File: src/rtl/output_port_arbiter.sv
// output_port_arbiter: round-robin wormhole arbiter for N input buffers that share
// one output port. Flits move only while the downstream buffer has credits.
module output_port_arbiter #(
    parameter int N = 4,
    parameter int CREDITS = 8,
    localparam int SW = $clog2(N),
    localparam int CW = $clog2(CREDITS + 1)
) (
    input  logic          clk,
    input  logic          rst,
    input  logic [N-1:0]  empty_i,
    input  logic [N-1:0]  tail_i,
    input  logic          credit_i,
    output logic [N-1:0]  read_o,
    output logic          write_o,
    output logic [SW-1:0] sel_o,
    output logic [CW-1:0] credits_o,
    output logic          busy_o,
    output logic          overflow_o
);
    typedef enum logic {IDLE, LOCKED} state_t;
    state_t        state, state_n;
    logic [SW-1:0] grant, grant_n, rr_ptr, rr_ptr_n, pick;
    logic [CW-1:0] credits_n;
    logic [N-1:0]  req, req_hi;
    logic          has_credit, xfer, ovf_set;
    assign req = ~empty_i;
    assign req_hi = req & ~((N'(1) << rr_ptr) - N'(1));
    assign has_credit = credits_o != '0;
    // Requesters at or above rr_ptr win; otherwise wrap to the lowest requester.
    always_comb begin
        pick = rr_ptr;
        for (int i = N - 1; i >= 0; i--)
            if (req[i]) pick = SW'(i);
        for (int i = N - 1; i >= 0; i--)
            if (req_hi[i]) pick = SW'(i);
    end
    always_comb begin
        state_n = state;
        grant_n = grant;
        rr_ptr_n = rr_ptr;
        xfer = state == LOCKED && req[grant] && has_credit;
        if (state == IDLE && |req && has_credit) begin
            state_n = LOCKED;
            grant_n = pick;
        end
        if (xfer && tail_i[grant]) begin
            state_n = IDLE;
            rr_ptr_n = grant == SW'(N - 1) ? '0 : grant + SW'(1);
        end
    end
    assign read_o = xfer ? N'(1) << grant : '0;
    assign write_o = xfer;
    assign sel_o = grant;
    assign busy_o = state == LOCKED;
    // A returned credit that cannot be counted is a protocol error, kept sticky.
    assign ovf_set = credit_i && !write_o && credits_o == CW'(CREDITS);
    assign credits_n = write_o && !credit_i ? credits_o - CW'(1) :
                       credit_i && !write_o && !ovf_set ? credits_o + CW'(1) : credits_o;
    always_ff @(posedge clk or negedge rst) begin
        if (!rst) begin
            state <= IDLE;
            grant <= '0;
            rr_ptr <= '0;
            credits_o <= CW'(CREDITS);
            overflow_o <= 1'b0;
        end else begin
            state <= state_n;
            grant <= grant_n;
            rr_ptr <= rr_ptr_n;
            credits_o <= credits_n;
            overflow_o <= overflow_o | ovf_set;
        end
    end
endmodule

File: config.mk
export PLATFORM = sky130hd
export DESIGN_NAME = output_port_arbiter
export DESIGN_NICKNAME = d
export VERILOG_FILES = /design/src/rtl/output_port_arbiter.sv
export SDC_FILE = /design/constraint.sdc
export NUM_CORES = 1
export LEC_CHECK = 0
export BUFFER_PORTS_ARGS = -buffer_cell sky130_fd_sc_hd__buf_4
export CAP_MARGIN = 20
export CORE_MARGIN = 10
export CORE_UTILIZATION = 50
export DETAILED_ROUTE_END_ITERATION = 7
export HOLD_SLACK_MARGIN = 0.1
export PLACE_DENSITY_LB_ADDON = 0.08
export SYNTH_ARGS = -nofsm -noshare
export SYNTH_HDL_FRONTEND = slang
export SYNTH_SLANG_ARGS = --single-unit
File: constraint.sdc
create_clock -name clk -period 3.5 [get_ports clk]
set_input_delay 0.525 -clock clk [delete_from_list [all_inputs] [get_ports clk]]
set_output_delay 0.525 -clock clk [all_outputs]
set_load 0.03 [all_outputs]
# Word-level counts from Yosys, hierarchy flattened
# Index checks and enable logic that the tools add are counted.
[totals]
ff_bits = 10
[classes]
addsub = 4
magnitude_cmp = 1
n_eq_ne = 2
n_shift = 2
n_mux = 18
bitwise = 5
reduce_logical = 16
[op_table]
columns = ["op", "count"]
rows = [
  ["2-bit two-way mux", 9],
  ["4-bit two-way mux", 3],
  ["1-bit logical AND", 9],
  ["4-bit inverter", 2],
  ["1-bit by 2-bit left shift with 4-bit output (first input constant)", 2],
  ["4-bit by 1-bit subtractor with 4-bit output (second input constant)", 2],
  ["4-bit by 1-bit adder with 4-bit output (second input constant)", 1],
  ["4-bit AND", 1],
  ["1-bit binary-select mux with 2-bit select", 2],
  ["4-bit equality test (second input constant)", 1],
  ["1-bit two-way mux", 4],
  ["2-bit nonzero test", 2],
  ["4-bit nonzero test", 1],
  ["4-bit OR reduction", 1],
  ["1-bit logical NOT", 3],
  ["2-bit by 3-bit < comparator with 1-bit output (second input constant)", 1],
  ["2-bit by 1-bit adder with 2-bit output (second input constant)", 1],
  ["2-bit equality test (second input constant)", 1],
  ["1-bit inverter", 1],
  ["1-bit OR", 1],
]

# Depth between registers and ports, before layout
# Gate-level depths: netlist of run 1.
[depth]
word_depth = 12
mapped_depth = 10
ltp_nobuf = 9

# Worst setup path before layout of run 1
# No wires, ideal clock.
[synth_path]
kind = "register -> register"
start = "reg grant[1], in the netlist sel_o[1]"
end = "reg credits_o[2]"
setup_ns = 0.124
arrival_time_ns = 2.943
required_ns = 3.376
slack_ns = 0.433
stages_incl_launch_ff = 10
period_less_slack_ns = 3.067
path_cell_list = "dfrtp_1 > mux2_2 > a2bb2oi_4 > buf_4 > nor2_1 > mux2_2 > ha_1 > or4_1 > o21a_1 > a211o_1"
[synth_between]
elab_chain_cells = 10
word_cells_on_any_way = 12
cone_classes = "mux (3); reduce/logical (9)"
[synth_rtl]
columns = ["element", "line", "source"]
rows = [
  ["from (decl)", "23", "logic [SW-1:0] grant, grant_n, rr_ptr, rr_ptr_n, pick;"],
  ["from (signal assigned)", "69", "grant <= grant_n;"],
  ["1-bit binary-select mux with 2-bit select (*)", "42", "xfer = state == LOCKED && req[grant] && has_credit;"],
  ["1-bit two-way mux (not written as such) (*)", "42", ""],
  ["1-bit logical AND (*) (2 in series)", "42", ""],
  ["1-bit logical NOT", "57, 59", ""],
  ["1-bit logical AND", "57, 59", ""],
  ["1-bit logical AND", "57", "assign ovf_set = credit_i && !write_o && credits_o == CW'(CREDITS);"],
  ["1-bit logical NOT", "59", "credit_i && !write_o && !ovf_set ? credits_o + CW'(1) : credits_o;"],
  ["1-bit logical AND", "59", ""],
  ["2-bit nonzero test (no source line)", "n/a", ""],
  ["to (signal assigned)", "65", "credits_o <= CW'(CREDITS);"],
  ["to (signal assigned)", "71", "credits_o <= credits_n;"],
  ["to (decl)", "17", "output logic [CW-1:0] credits_o,"],
]
# Mark *: on every way between the ends. The rest lies on a longest branch, timed or not. The select of a mux whose other input is x is not followed.
# A chain may end at the register's enable or synchronous reset.

# Worst setup path after layout of run 1
# Ends and elaborated chain as after synthesis.

==> qor.yml, run 1 <==
sta:
  tns_ps: 0
  period_share_pct: 83.9
  tightestPinTransition_ps: 528
  finalClockSkew_ps: 10.4
  slew_violations: 0
  finalSetupViolations: 0
  hold_ws_ps: 477
  rsz0062_at_grt: "false"
  period_needed_ps: 2940
  hold_viol: 0
  max_freq_mhz: 341
  slew_headroom_pct: 64.5
setup_path:
  crit_path_end_kind: "flop"
  critical_path.cell_chain: "mux2_2 -> a2bb2oi_4 -> nor2_1 -> mux2_2 -> ha_1 -> or4_1 -> o21a_1 -> a211o_1"
  crit_type: "flop to flop"
  reg2reg_depth: 8
  crit_arrival_ps: 3100
  cp_data_required_time_ps: 3660
  critPathMaxStageDelay_ps: 500
  regToRegEndpoint: "credits_o[2]"
  cpMaxStageDelayCell: "or4_1"
  start_kind: "flop"
  path_max_fanout: 17
  r2r_slack_ps: 560
  cp_common_cell: "mux2_2"
  reg2reg_from: "sel_o[1]"
floorplan:
  die_w_um: 61.4
  std_cell_rows: 14
  dieArea_um2: 3770
  die_height_um: 61.4
  start_util_pct: 55.1
  ios: 24
  core_area_um2: 1560
route:
  totalWireLength_mm: 2.03
  vias_per_cell: 5.99
  route.detailed.drc: 0
  num_vias: 761
  routedWlPerCell_um: 16.0
  ant_nets: 0
  dr.pass1.iters: 4
  drt-initial-drc-count: 15
pwr:
  p_leak_nw: 0.488
  vdd_ir_drop_max_uv: 511
  power_density_nw_per_um2: 958
place:
  place_congestion: 0.786
  place_area_um2: 1020
  portBuffers: 23
  hpwlAfterDp_mm: 1.59
hold_path:
  min_to: "overflow_o"
  holdPathStages: 1
  hp-start: "overflow_o"
  hp-class: "flop to flop"
finish:
  diodes: 0
  drive_above_1_share_pct: 35.1
  fin_nets: 128
  fin_area_um2: 1070
  area_growth_pct: 24.8
synth:
  synth_top_area_cell: "dfrtp_1"
  syn_area_um2: 858
  ys_types: 42
  synthArstFlopShare_pct: 100
  synthCells: 88
  synth_flop_cell: "dfrtp_1"
  synth_edf_count: 0
  syn_area_per_cell_um2: 9.75
  synth_area_leaders: "dfrtp_1 26%, ha_1 7.3%, mux2_2 6.6%"
  synth_seq_cells: 10
  yosys_warnings: 0
  yosys.area.top_type_share_pct: 26.2
  syn_nets: 104
  ys_seq_area_share_pct: 29.3
status:
  status: "completed"
clock_network:
  cts_setup_buffers: 0
  ctsResizeCount: 0
  htree_levels: 1
  cts_sinks: 10
  clock_path_buffers: 2
  cts_buffers: 3
  worstSkewPairLatency_ps: 270
  cts_root_buffer: "clkbuf_4"
  tritoncts: "yes"
  cts.clk_slew.worst_paths_ps: 70
global_route:
  overflow: 0
  antenna_found_initial: 0
  track_usage_pct: 10.3
  grt_pass1_wl_mm: 2.97
  grt_start_max_net_pins: 18
  grt_pass1_vias: 654
run:
  maxCapViolCount: 0
## critical path, delay by kind of cell, from the launching register on
kind            cells  cell delay, ps
simple gates        2             710
fa+ha+maj           1             190
compound gates      3             680
flops               1             480
mux                 2             750
## kinds of logic after synthesis
logic type / count (synthesis) / share of synthesized area [%]
AND/OR/NAND/NOR: 33 / 23.5
AO/OA/AOI/OAI: 21 / 22.3
adder cells (fa/ha/maj): 5 / 7.29
multiplexers: 7 / 10.3
buffers and inverters: 10 / 5.25
flip-flops: 10 / 29.3
XOR/XNOR: 2 / 2.04
## layer usage
metal / part of all wire, % / global-route usage, %
met1: 44 / 12.8
met2: 45 / 15.7
met3: 11 / 5.76
met4: 0 / 0.955
met5: 0 / 0
## synthesized netlist by cell type (2+ instances only)
cell type and count:
o21a_1 2, nand3_1 2, nor2b_1 2, nor3_1 3, and2_1 4, a211o_1 3, inv_1 5, a41o_1 2
o21ai_0 2, or4_1 2, nor2_1 9, mux2_2 5, xnor2_1 2, nand2_1 3, ha_1 5, dfrtp_1 9
buf_2 3
## layout by cell type (no fill, tap or decap), drive strengths merged, types with 3 or more instances in the layout
cell type and instances:
buf 23, nor2 9, dfrtp 9, mux2 5
inv 5, ha 5, and2 4, clkbuf 4
nand2 3, nor3 3, a211o 3
## area by class of cell
class,instances,area (um2)
Clock buffer,4,36.3
Sequential cell,10,251
Inverter,5,18.8
Fill cell,122,488
Multi-Input combinational cell,68,562
Tap cell,16,20.0
Timing Repair Buffer,24,183
## per-stage QoR
| step | utilization (%) | instances | setup slack (ps) | total power [W] |
|---|---|---|---|---|
| global placement | 65.7 | 122 | 559 | 0.000910 |
| finish | 68.7 | 127 | 564 | 0.00103 |
| detailed placement | 65.7 | 122 | 509 | 0.000925 |
| CTS | 68.7 | 127 | 575 | 0.00103 |
| floorplan | - | 88 | 433 | 0.000749 |
| global route | 68.7 | 127 | 472 | 0.00110 |
## what timing repair did
item	4_1_cts	5_1_grt
setup endpoints to repair	0	0
hold buffers	1	0
endpoints found under the hold margin	9	0
## state kept, by name (all words and copies together), names as in the netlist
| name | cells |
|---|---|
| credits_o | 4 |
| rr_ptr | 2 |
| sel_o | 2 |
| busy_o | 1 |
| overflow_o | 1 |
## worst max-delay path by stage
| stage | from | end | slack (ps) | cells after the start |
|---|---|---|---|---|
| 3_5_place_dp | empty_i[3] | credits_o[2] | 510 | 9 |
| 4_1_cts | sel_o[1] | credits_o[2] | 580 | 8 |
| 5_1_grt | sel_o[1] | credits_o[2] | 470 | 8 |
| 3_3_place_gp | empty_i[1] | credits_o[2] | 560 | 9 |
| 2_1_floorplan | sel_o[1] | credits_o[2] | 430 | 9 |
| 6_report | sel_o[1] | credits_o[2] | 560 | 8 |
## power breakdown
part	switching, W	internal, W	total [W]
Sequential	0.000116	0.000171	0.000287
Combinational	0.000345	0.000289	0.000633
Clock	0.0000418	0.0000632	0.000105
Note: power is estimated with default switching activity, not from simulation.
==> run 2: changes to the inputs <==
--- a/config.mk
+++ b/config.mk
@@ -5,10 +5,11 @@
 export SDC_FILE = /design/constraint.sdc
 export NUM_CORES = 1
 export LEC_CHECK = 0
+export ABC_AREA = 1
 export BUFFER_PORTS_ARGS = -buffer_cell sky130_fd_sc_hd__buf_4
 export CAP_MARGIN = 20
 export CORE_MARGIN = 10
-export CORE_UTILIZATION = 50
+export CORE_UTILIZATION = 45
 export DETAILED_ROUTE_END_ITERATION = 7
 export HOLD_SLACK_MARGIN = 0.1
 export PLACE_DENSITY_LB_ADDON = 0.08
==> constraint.sdc (replaced) <==
create_clock -name clk -period 2.6 [get_ports clk]
set_input_delay 0.39 -clock clk [delete_from_list [all_inputs] [get_ports clk]]
set_output_delay 0.39 -clock clk [all_outputs]
set_load 0.03 [all_outputs]
==> run 2 against run 1 <==
Design area grew 1.9%. Routed wire length shrank 0.44%. Synthesized area shrank 0.87%. Clock-buffer cell count is the same. Sequential share of layout area shrank 0.43 points. Total power grew 50%. Register-to-register slack gained 160 ps. Worst hold slack lost 71 ps. First-iteration DRC count grew 60%. Clock skew shrank 1.2 ps. Via count grew 8.9%. Largest cell class unchanged.
==> qor.yml, run 2 <==
setup_path:
  path_max_fanout: 7  # -10
  cp_data_required_time_ps: 2210  # -1450 ps
  regToRegEndpoint: "credits_o[2]"
  r2r_slack_ps: 720  # +160 ps
  start_kind: "flop"
  crit_type: "flop to primary output"
  crit_arrival_ps: 1580  # -1520 ps
  reg2reg_from: "credits_o[3]"
  reg2reg_depth: 12  # +4
  crit_path_end_kind: "primary output"
synth:
  synth_seq_cells: 10  # unchanged
  synth_area_leaders: "dfrtp_1 26%, nand2_1 8.4%, inv_1 7.9%"
  ys_types: 28  # -33%
  syn_area_per_cell_um2: 7.53  # -23%
  ys_top_cells_by_count: "19 x nand2_1, 18 x inv_1, 13 x nor2_1"
  synth_xor_area_share_pct: 2.06  # +0.018 points
  yosys.area_share.simple_pct: 35.4  # +12 points
  yosys_warnings: 0  # unchanged
  synth-compound-area-share_pct: 13.4  # -8.9 points
  synthMuxAreaShare_pct: 0  # -10 points
  ys_seq_area_share_pct: 29.6  # +0.26 points
  synth_top_area_cell: "dfrtp_1"
  synth_top_family_by_area: "simple AND/OR/NAND/NOR gates"
  synth_edf_count: 0  # unchanged
  syn_area_um2: 851  # -0.87%
  syn_nets: 129  # +24%
  synthCells: 113  # +28%
  yosysMostFrequentCell: "nand2_1"
  synth_fa_ha_area_share_pct: 7.35  # +0.064 points
  yosys.area.top_type_share_pct: 26.5  # +0.23 points
  synth_flop_cell: "dfrtp_1"
  synthArstFlopShare_pct: 100  # unchanged
global_route:
  overflow: 0  # unchanged
  antenna_found_initial: 0  # unchanged
  busiest_layer: "met2"
  grt_use_met2_pct: 16.0  # +0.27 points
  grt_pass1_vias: 781  # +19%
  grtUsageMet1_pct: 13.5  # +0.72 points
  grt_start_max_net_pins: 11  # -7
  met3_usage_pct: 2.47  # -3.3 points
  grt_pass1_wl_mm: 3.55  # +20%
  track_usage_pct: 10.3  # +0.048 points
finish:
  largest_reg_flops: 4  # unchanged
  regMostFlops: "credits_o"
  drive_above_1_share_pct: 31.9  # -3.2 points
  diodes: 0  # unchanged
  layout.area.seq_um2: 251  # unchanged
  fin_nets: 158  # +23%
  area_growth_pct: 28.2
  nFillCells: 184  # +51%
  final_common_cell: "buf_4"
  multi_input_area_um2: 495  # -12%
  mostFrequentLayoutCells: "23 x buf_4, 19 x nand2_1, 18 x inv_1, 13 x nor2_1, 9 x dfrtp_1"
  utilization_pct: 61.8  # -6.9 points
sta:
  slew_violations: 0  # unchanged
  finalSetupViolations: 0  # unchanged
  finalClockSkew_ps: 9.27  # -1.16 ps
  tns_ps: 0  # unchanged
  max_freq_mhz: 508
  rsz0062_at_grt: "false"
  tightestPinTransition_ps: 344  # -184 ps
  slew_headroom_pct: 76.8  # +12 points
  period_share_pct: 75.7
  period_needed_ps: 1970
  hold_viol: 0  # unchanged
hold_path:
  holdPathStages: 3  # +2
  hp-start: "credit_i"
  min_to: "overflow_o"
  hp-class: "input port to flop"
status:
  status: "completed"
clock_network:
  htree_levels: 1  # unchanged
  cts.clk_slew.worst_paths_ps: 70  # about the same
  cts_buffers: 3  # unchanged
  cts_sinks: 10  # unchanged
  worstSkewPairLatency_ps: 260  # about the same
  clock_path_buffers: 2  # unchanged
  tritoncts: "yes"
  ctsResizeCount: 0  # unchanged
  cts_root_buffer: "clkbuf_4"
floorplan:
  std_cell_rows: 15  # +1
  start_util_pct: 48.2  # -6.8 points
  die_height_um: 63.5  # +3.3%
  ios: 24  # unchanged
  dieArea_um2: 4030  # +6.8%
  die_w_um: 63.5  # +3.3%
  core_area_um2: 1760  # +13%
place:
  portBuffers: 23  # unchanged
  place_congestion: 0.839  # +6.8%
  hpwlAfterDp_mm: 1.68  # +5.9%
route:
  totalWireLength_mm: 2.02  # -0.44%
  num_vias: 829  # +8.9%
  route.detailed.drc: 0  # unchanged
  ant_nets: 0  # unchanged
  drt-initial-drc-count: 24  # +9
  vias_per_cell: 4.99  # -17%
  dr.pass1.iters: 4  # unchanged
  routedWlPerCell_um: 12.2  # -24%
pwr:
  power_density_nw_per_um2: 1410  # +48%
  vdd_ir_drop_max_uv: 718  # +40%
  p_leak_nw: 0.584  # +20%
run:
  maxCapViolCount: 0  # unchanged
[run 2: worst max path at each step]
stage | start | end | slack [ps]
2_1_floorplan | credits_o[3] | read_o[0] | 690
3_3_place_gp | credits_o[3] | credits_o[2] | 770
3_5_place_dp | credits_o[3] | credits_o[2] | 730
4_1_cts | credits_o[3] | read_o[3] | 610
5_1_grt | credits_o[3] | read_o[2] | 500
6_report | credits_o[3] | read_o[3] | 630
[run 2: metal layers]
layer / up-vias / wire length, um
met5: - / 0
met4: 0 / 19
met3: 3 / 112
met2: 23 / 942
met1: 382 / 944
li1: 421 / -
[run 2: repair_timing]
action | in CTS | in global routing
endpoints found under the hold margin | 9 | 0
setup buffers | 0 | 0
hold buffers | 1 | 0
[run 2: layout make-up]
| class | count | share of cell area [%] |
|---|---|---|
| well taps | 25 | 2.87 |
| multi-input cells | 79 | 45.4 |
| inverters | 24 | 9.52 |
| flip-flops and latches | 10 | 23.1 |
| clock buffers | 4 | 2.41 |
| repair buffers | 24 | 16.7 |
[run 2: per-stage QoR]
step	total power, W	hold WS, ps	cell area (um2)	instances	setup slack (ps)
2_1_floorplan	0.00113	94.4	851	113	691
3_3_place_gp	0.00143	224	1050	161	768
3_5_place_dp	0.00144	222	1050	161	725
4_1_cts	0.00156	404	1090	166	611
5_1_grt	0.00170	427	1090	166	503
6_report	0.00154	406	1090	166	632
[run 2: critical path: stages, from the launching register on]
cell and delay (ps):
dfstp_2 570, nor2_1 50, nand2_1 80, nand2_2 80, nor2_4 170, nand2_4 100
nor2_1 100, buf_4 160
[run 2: power by group]
part           internal [W]  leakage (nW)  total, W  switching (W)
Sequential         0.000245         0.117  0.000353       0.000107
Clock             0.0000591        0.0150  0.000109      0.0000503
Combinational      0.000408         0.452   0.00108       0.000672
[run 2: cells by family (layout without fill, tap and decap cells)]
group           count (synthesis)  count (layout)
fa+ha+maj                       5               5
xor+xnor                        2               2
simple gates                   53              53
buf+inv                        24              52
compound gates                 19              19
flops                          10              10
